$ cat config.mk
export PLATFORM = sky130hd
export DESIGN_NAME = shift_lsh16_seq
export DESIGN_NICKNAME = d
export VERILOG_FILES = /design/src/rtl/shift_lsh16_seq.sv
export SDC_FILE = /design/constraint.sdc
export NUM_CORES = 1
export LEC_CHECK = 0
export CORE_ASPECT_RATIO = 0.7
export CORE_MARGIN = 2
export CORE_UTILIZATION = 40
export DETAILED_ROUTE_END_ITERATION = 10
export GPL_TIMING_DRIVEN = 0
export PLACE_DENSITY = 0.71
export SYNTH_ARGS = -nofsm -noshare
export SYNTH_HDL_FRONTEND = slang
export SYNTH_SLANG_ARGS = --single-unit
$ cat constraint.sdc
create_clock -name clk -period 1.9 [get_ports clk]
set_input_delay 0.475 -clock clk [delete_from_list [all_inputs] [get_ports clk]]
set_output_delay 0.475 -clock clk [all_outputs]
set_load 0.05 [all_outputs]
$ cat src/rtl/shift_lsh16_seq.sv
// Sequential 16-bit left-shift engine: logical, rotate and ones-fill modes,
// one bit position per clock, with sticky overflow for set bits lost off the MSB.
module shift_lsh16_seq (
   input  logic        clk,
   input  logic        rst,
   input  logic        start,
   input  logic [15:0] din,
   input  logic [3:0]  shamt,
   input  logic [1:0]  mode,
   output logic        busy,
   output logic        done,
   output logic [15:0] dout,
   output logic        ovf
);

   typedef enum logic {
      IDLE  = 1'b0,
      SHIFT = 1'b1
   } state_t;

   state_t      state_q, state_d;
   logic [15:0] r_q, r_d;
   logic [3:0]  cnt_q, cnt_d;
   logic [1:0]  m_q, m_d;
   logic        ovf_q, ovf_d;
   logic        busy_q, busy_d;
   logic        done_q, done_d;
   logic        fill;

   // Mode 11 falls into the default arm and behaves as logical left
   always_comb begin
      case (m_q)
         2'b01:   fill = r_q[15];
         2'b10:   fill = 1'b1;
         default: fill = 1'b0;
      endcase
   end

   always_comb begin
      state_d = state_q;
      r_d     = r_q;
      cnt_d   = cnt_q;
      m_d     = m_q;
      ovf_d   = ovf_q;
      busy_d  = busy_q;
      done_d  = 1'b0;
      case (state_q)
         IDLE: begin
            if (start) begin
               r_d     = din;
               cnt_d   = shamt;
               m_d     = mode;
               ovf_d   = 1'b0;
               busy_d  = 1'b1;
               state_d = SHIFT;
            end
         end
         SHIFT: begin
            if (cnt_q != 4'd0) begin
               r_d   = {r_q[14:0], fill};
               ovf_d = ovf_q | (r_q[15] & (m_q != 2'b01));
               cnt_d = cnt_q - 4'd1;
            end else begin
               state_d = IDLE;
               busy_d  = 1'b0;
               done_d  = 1'b1;
            end
         end
         default: state_d = IDLE;
      endcase
   end

   always_ff @(posedge clk) begin
      if (rst) begin
         state_q <= IDLE;
         r_q     <= 16'h0000;
         cnt_q   <= 4'd0;
         m_q     <= 2'b00;
         ovf_q   <= 1'b0;
         busy_q  <= 1'b0;
         done_q  <= 1'b0;
      end else begin
         state_q <= state_d;
         r_q     <= r_d;
         cnt_q   <= cnt_d;
         m_q     <= m_d;
         ovf_q   <= ovf_d;
         busy_q  <= busy_d;
         done_q  <= done_d;
      end
   end

   assign busy = busy_q;
   assign done = done_q;
   assign dout = r_q;
   assign ovf  = ovf_q;

endmodule

### Yosys cells after proc, flatten, opt, wreduce, memory -nomap -nowiden

Cells that the tools add are included.

* mux-type cells: 17
* bitwise gates (word level): 3
* equal/unequal tests: 6
* add/subtract/negate cells: 1
* reductions and logical operators: 5

Operator list (count)
* two-way mux 16 bit: 2
* case mux 16 bit (2 select lines): 1
* two-way mux 4 bit: 2
* case mux 1 bit (2 select lines): 4
* case mux 4 bit (2 select lines): 1
* two-way mux 1 bit: 7
* AND reduction 2 bit: 3
* inequality test 2 x 1 -> 1 bit (second input constant): 2
* inequality test 2 bit (second input constant): 2
* nonzero test 4 bit: 1
* subtractor 4 x 1 -> 4 bit (second input constant): 1
* == test 2 x 1 -> 1 bit (second input constant): 1
* == test 2 bit (second input constant): 1
* OR reduction 2 bit: 1
* bitwise AND 1 bit: 1
* NOT 1 bit: 1
* bitwise OR 1 bit: 1

* logic and storage cells: 39
* output and inout bits: 19
* input port bits: 25
* bits in registers: 26

### Depth between registers and ports, before layout

Gate-level depths: netlist of run 1.

* depth after elaboration: 5
* depth in mapped cells: 6
* depth with buffers taken out: 5

### Worst setup path before layout of run 1

OpenSTA, ideal clock, no wires.

* kind: reg-to-reg
* start: reg cnt_q[0]
* end: reg r_q[10] (netlist: dout[10])
* clock period less this slack: 1392 ps
* slack: 508 ps
* data arrival time: 1249 ps
* required time: 1757 ps
* cell stages (with the launch flop): 7
* path through: dfxtp_1 > inv_1 > ha_1 > and4bb_4 > nor2_4 > buf_6 > a211oi_2

* longest elaborated chain between the ends: 3

Ends and longest elaborated chain
* start, declared: RTL line 23 `logic [3:0] cnt_q, cnt_d;`
* start signal, assigned: RTL line 85 `cnt_q <= cnt_d;`
* nonzero test 4 bit: RTL line 59 `if (cnt_q != 4'd0) begin`
* inequality test 2 x 1 -> 1 bit (no source line)
* AND reduction 2 bit (no source line)
* end signal, assigned: RTL line 84 `r_q <= r_d;`
* end, declared: RTL line 22 `logic [15:0] r_q, r_d;`

No other way between the ends.
A chain may end at the register's enable or synchronous reset.

### Final worst setup path of run 1

* start: reg done_q (netlist: done)
* end: out done

RTL lines
* start, declared: RTL line 27 `logic done_q, done_d;`
* start signal, assigned: RTL line 89 `done_q <= done_d;`
* end, declared: RTL line 11 `output logic done,`

No word-level cell between the ends.

==> reports/metrics.cfg, run 1 <==
[floorplan]
die_w_um=73.31
die-area_um2=3850
fp.dieH_um=52.52
rows=17
ios=44
initial_utilization_pct=42.16
core_um2=3191

[logic_synthesis]
yosysWarnings=0
syn_area_um2=1345
yosysSeqAreaShare_pct=38.70
synth_fp_nets=161
syn_avg_cell_area_um2=10.11
synth.distinct_cells=34
netlist_instances=133
ys_ff_latch=26

[setup_path]
path_cells=clkdlybuf4s50_1
cp-startpoint=done$_SDFF_PP0_
endpoint_kind=primary output
reg2reg_setup_slack_ns=0.30
path_max_fanout=1
slowest_stage=clkdlybuf4s50_1
critPathRequiredTime_ns=1.42
reg2reg_from=cnt_q[0]$_SDFFE_PP0P_
arrival_ns=1.40
cp_top_family=buffers and inverters
cp-start-kind=flip-flop
cp.buffers_inverters=1
slowest_delay_ns=0.80
worstSetupPathType=reg2out

[pwr]
max-vdd-ir-drop_uv=461.8
p_per_area_nw_per_um2=908.6
p_leak_nw=0.7415

[clock_tree]
cts_setup_buffers=0
cts_buffers=3
clock_sinks=26
clkTransAtPathRegs_ns=0.09
cts_tree=done
clockBufferDepth=2
root_buffer=clkbuf_8
clk_latency_ns=0.27
htree_levels=1

[worst_hold_path]
hold_start=rst
hold_path.class=in2reg

[timing]
min_period_ns=1.871
worst_pin_slew_ns=0.6819
max-slew-margin-rel_pct=54.54
slew_violations=0
min_period_over_period_pct=98.46
tns_ns=0
max_freq_mhz=534.6
setup_viol=0
hold_viol_final=0
clock_skew_ns=0.002239
rsz0062_at_grt=no

[global_route]
grt_pass1_wl_um=5644
grt_start_max_net_pins=15
globalRoute.totalOverflow=0
grt_pass1_vias=1181
track_usage_pct=19.24
antenna_found_initial=0

[routing]
wl_met3_um=179
wl_um=3441
post_drt_wl_per_cell_um=15.86
drt_pass1_iterations=4
postRouteAntennaNets=0
m1WireLength_um=1662
via_per_inst=5.438
vias=1180
drc_errors=0
drt_iter0_drc=69
dr_wl_met2_um=1573
highest_layer=met4

[run_status]
status=complete, no violations

[final_layout]
fin_cells=217
final_area_um2=1846
drive_above_1_share_pct=16.76
synthToLayoutAreaGrowth_pct=37.21
fin_nets=208
antenna_cells=0

[placement]
place_congestion=0.8007
dp.cells=213
postPlaceCellArea_um2=1813
dp.final_hpwl_um=2511
portBuffers=42

[run]
maxCapViolCount=0

## cells in the mapped netlist
cell       instances  area, µm²
buf_6              2      22.52
a211oi_2          12      150.1
o21ai_1            1      5.000
o41ai_2            1      16.27
a21oi_1           19      95.09
a41oi_1            1      8.760
and2b_1            1      7.510
nor3_1             3      15.01
o21ai_0            2      10.01
a211o_1            1      8.760
a31oi_1            3      18.77
or3b_1             1      8.760
nor2b_1            2      12.51
and4bb_4           1      16.27
o2111ai_1          1      8.760
nand2_1            2      7.510
buf_4              4      30.03
o31a_1             1      8.760
mux2i_1           17      170.2
nand2b_1           1      6.260
o31ai_1            1      7.510
ha_1               3      37.54
or2_1              1      6.260
nand4bb_1          1      11.26
nor2_1             4      15.01
a211oi_1           4      30.03
nand3_1            2      10.01
buf_2              3      15.01
buf_1              2      7.510
nand4b_1           1      8.760
inv_1              6      22.52
inv_2              1      3.750
dfxtp_1           26      520.5
nor2_4             2      22.52
## metal layers
metal / up-vias / GRT usage [%]
met4: 0 / 4.848
met3: 2 / 4.808
met2: 28 / 30.18
met5: - / 0
met1: 563 / 26.49
li1: 587 / -
## registers in the layout (all words and copies together), names as in the netlist
name,count
cnt_q,4
ovf,1
state_q,1
dout,16
busy,1
done,1
m_q,2
## final timing paths
path                                              end  cells past startpoint
worst min register to register      busy$_SDFFE_PP0P_                      2
worst max-delay path                             done                      1
worst max register to register  dout[11]$_SDFFE_PP0P_                      6
worst min-delay path            dout[15]$_SDFFE_PP0P_                      2
## report_power, final
part	switching [mW]	internal [mW]	leakage [nW]
Sequential	0.0562	0.613	0.215
Combinational	0.400	0.242	0.497
Clock	0.180	0.186	0.0288
Total	0.636	1.04	0.741
## per-stage QoR
stage          util (%)  hold WS, ns  power [mW]  setup WS, ns
6_report          57.84       0.5017       1.677       0.02932
5_1_grt           57.84       0.5078       1.755      0.005604
4_1_cts           57.84       0.5027       1.685       0.01875
3_5_place_dp      56.82       0.4888       1.359      -0.07113
3_3_place_gp      56.82       0.4834       1.346      -0.04072
2_1_floorplan         -       0.4769       1.141        0.5082
## repair_timing
action | in CTS | in global routing
setup endpoints to repair | 18 | 0
hold buffers | 0 | 0
resized for setup | 18 | 0
## final cells by class
| type | count | area (µm²) |
|---|---|---|
| clock buffers | 4 | 55.05 |
| flip-flops and latches | 26 | 520.5 |
| inverters | 7 | 26.28 |
| fillers | 303 | 1345 |
| well taps | 38 | 47.55 |
| multi-input cells | 89 | 723.2 |
| plain buffers | 11 | 75.07 |
| repair buffers | 42 | 397.9 |
## cell usage in the layout (no fill, tap or decap)
cell type | netlist | final
clkdlybuf4s50_1 | 0 | 24
a41oi_1 | 1 | 1
buf_2 | 3 | 3
o31a_1 | 1 | 1
buf_1 | 2 | 2
nor3_1 | 3 | 3
or2_1 | 1 | 1
a31oi_1 | 3 | 3
o2111ai_1 | 1 | 1
ha_1 | 3 | 3
nor2b_1 | 2 | 2
nand4bb_1 | 1 | 1
a211oi_1 | 4 | 4
buf_4 | 4 | 4
a211oi_2 | 12 | 12
o41ai_2 | 1 | 1
nand2_1 | 2 | 2
nor2_1 | 4 | 4
dlygate4sd2_1 | 0 | 18
mux2i_1 | 17 | 17
inv_1 | 6 | 6
and4bb_4 | 1 | 1
o21ai_1 | 1 | 1
buf_6 | 2 | 2
dfxtp_1 | 26 | 26
nand2b_1 | 1 | 1
a211o_1 | 1 | 1
nand4b_1 | 1 | 1
o31ai_1 | 1 | 1
o21ai_0 | 2 | 2
inv_2 | 1 | 1
nand3_1 | 2 | 2
a21oi_1 | 19 | 19
or3b_1 | 1 | 1
clkbuf_8 | 0 | 4
and2b_1 | 1 | 1
nor2_4 | 2 | 2
## logic make-up (layout without fill, tap and decap cells)
kind of cell	count (synthesis)	count (layout)	synth area share (%)
compound gates	47	47	27.35
flops	26	26	38.70
mux	17	17	12.65
buf+inv	18	64	7.534
simple gates	22	22	10.98
fa+ha+maj	3	3	2.791
No activity file was read; power rests on OpenSTA's default activity.
==> run 2, diff against run 1 <==
--- a/config.mk
+++ b/config.mk
@@ -8,9 +8,10 @@
 export CORE_ASPECT_RATIO = 0.7
 export CORE_MARGIN = 2
 export CORE_UTILIZATION = 40
+export CTS_CLUSTER_DIAMETER = 150
 export DETAILED_ROUTE_END_ITERATION = 10
 export GPL_TIMING_DRIVEN = 0
-export PLACE_DENSITY = 0.71
+export PLACE_DENSITY_LB_ADDON = 0.12
 export SYNTH_ARGS = -nofsm -noshare
 export SYNTH_HDL_FRONTEND = slang
 export SYNTH_SLANG_ARGS = --single-unit
==> constraint.sdc (replaced) <==
create_clock -name clk -period 1.65 [get_ports clk]
set_input_delay 0.4125 -clock clk [delete_from_list [all_inputs] [get_ports clk]]
set_output_delay 0.4125 -clock clk [all_outputs]
set_load 0.05 [all_outputs]
==> reports/metrics.cfg, run 2 (synthesis gave the netlist of run 1 again) <==
[setup_path]
slowest_delay_ns=0.54  ; -0.26 ns
worstSetupPathType=reg2out
endpoint_kind=primary output
cp-start-kind=flip-flop
cp-startpoint=dout[12]$_SDFFE_PP0P_
arrival_ns=1.18  ; -0.22 ns
reg2reg_from=cnt_q[0]$_SDFFE_PP0P_
critPathRequiredTime_ns=1.24  ; -0.18 ns
path_max_fanout=3  ; +2
cp_top_family=buffers and inverters
path_cells=dlygate4sd2_1
slowest_stage=dlygate4sd2_1
cp.buffers_inverters=1  ; unchanged

[final_layout]
drive_above_1_share_pct=18.33  ; +1.6 points
fillers=295  ; -2.6%
antenna_cells=0  ; unchanged
multi_input_area_um2=726.9  ; +0.52%
final_common_cell=dfxtp_1
fin_util_pct=58.35  ; +0.51 points
layout_common_cells=dfxtp_1, clkdlybuf4s50_1, a21oi_1, mux2i_1, dlygate4sd2_1
final_area_um2=1862  ; +0.88%
synthToLayoutAreaGrowth_pct=38.42
largest_reg_flops=16  ; unchanged
seq_area_um2=520.5  ; unchanged
fin_nets=209  ; +0.48%

[placement]
dp.final_hpwl_um=2415  ; -3.8%
place_congestion=0.8245  ; +3.0%
portBuffers=42  ; unchanged
postPlaceCellArea_um2=1813  ; unchanged

[clock_tree]
ctsHoldBuffers=0  ; unchanged
root_buffer=clkbuf_8
clkTransAtPathRegs_ns=0.09  ; about the same
cts_buffers=3  ; unchanged
clockBufferDepth=2  ; unchanged
clk_latency_ns=0.27  ; about the same
htree_levels=1  ; unchanged
clock_sinks=26  ; unchanged
cts_tree=done

[pwr]
p_per_area_nw_per_um2=1035  ; +14%
max-vdd-ir-drop_uv=596.8  ; +29%
p_leak_nw=0.7501  ; +1.2%

[global_route]
track_usage_pct=18.63  ; -0.62 points
grt_pass1_wl_um=5451  ; -3.4%
antenna_found_initial=0  ; unchanged
globalRoute.totalOverflow=0  ; unchanged
grt_start_max_net_pins=15  ; unchanged
grt_pass1_vias=1167  ; -1.2%

[run]
maxCapViolCount=0  ; unchanged

[timing]
setup_viol=0  ; unchanged
hold_ws_ns=0.4261  ; -0.07562 ns
hold_viol_final=0  ; unchanged
max-slew-margin-rel_pct=54.39  ; -0.15 points
worst_pin_slew_ns=0.6842  ; +0.002289 ns
min_period_ns=1.593
max_freq_mhz=627.9
clock_skew_ns=0.006280  ; +0.004041 ns
rsz0062_at_grt=no
slew_violations=0  ; unchanged
min_period_over_period_pct=96.53

[routing]
via_per_inst=5.463  ; +0.47%
drt_iter0_drc=50  ; -28%
drt_pass1_iterations=4  ; unchanged
wl_um=3289  ; -4.4%
vias=1191  ; +0.93%
post_drt_wl_per_cell_um=15.09  ; -4.9%
drc_errors=0  ; unchanged
postRouteAntennaNets=0  ; unchanged

[floorplan]
rows=17  ; unchanged
fp.dieH_um=52.52  ; unchanged
die_w_um=73.31  ; unchanged
core_um2=3191  ; unchanged
initial_utilization_pct=42.16  ; unchanged
ios=44  ; unchanged
die-area_um2=3850  ; unchanged

[worst_hold_path]
hold_path.class=in2reg
hold_start=rst

[run_status]
status=complete, no violations

## run 2: routing by layer
| layer | wire [µm] | GRT usage (%) | up-vias |
|---|---|---|---|
| met1 | 1670 | 26.49 | 576 |
| met4 | 14 | 3.636 | 0 |
| li1 | - | - | 587 |
| met2 | 1459 | 28.53 | 26 |
| met5 | 0 | 0 | - |
| met3 | 146 | 4.808 | 2 |
## run 2: path summary, 6_finish.rpt
kind                           endpoint  slack (ns)  depth (start not counted)
setup reg to reg  dout[12]$_SDFFE_PP0P_        0.10                          6
hold reg to reg       busy$_SDFFE_PP0P_        0.51                          2
hold / removal    dout[15]$_SDFFE_PP0P_        0.43                          2
setup / recovery               dout[12]        0.06                          1
## run 2: area by class of cell
type / instances / share of cell area (%)
Buffer: 11 / 4.167
Clock buffer: 4 / 2.957
Inverter: 7 / 1.411
Multi-Input combinational cell: 89 / 39.05
Sequential cell: 26 / 27.96
Tap cell: 38 / 2.554
Timing Repair Buffer: 43 / 21.91
## run 2: where the power goes
part	internal (mW)	switching, mW	total [mW]	leakage, nW
Combinational	0.286	0.461	0.748	0.506
Clock	0.213	0.197	0.411	0.0288
Sequential	0.706	0.0631	0.769	0.215
Total	1.21	0.722	1.93	0.750
## run 2: per-stage QoR
stage	std cells	setup WS (ns)	total power [mW]	setup TNS, ns
6_report	218	0.05728	1.927	0
5_1_grt	218	0.01220	2.040	0
4_1_cts	217	0.008672	1.930	0
3_5_place_dp	213	-0.2671	1.562	-2.970
3_3_place_gp	213	-0.2395	1.548	-2.631
2_1_floorplan	133	0.2582	1.314	0
## run 2: what timing repair did
| action | in CTS | in global routing |
|---|---|---|
| gates resized for setup | 19 | 9 |
| pin swaps | 0 | 1 |
| endpoints found under the hold margin | 0 | 0 |
| setup buffers | 0 | 1 |
| endpoints found under the setup margin | 19 | 16 |
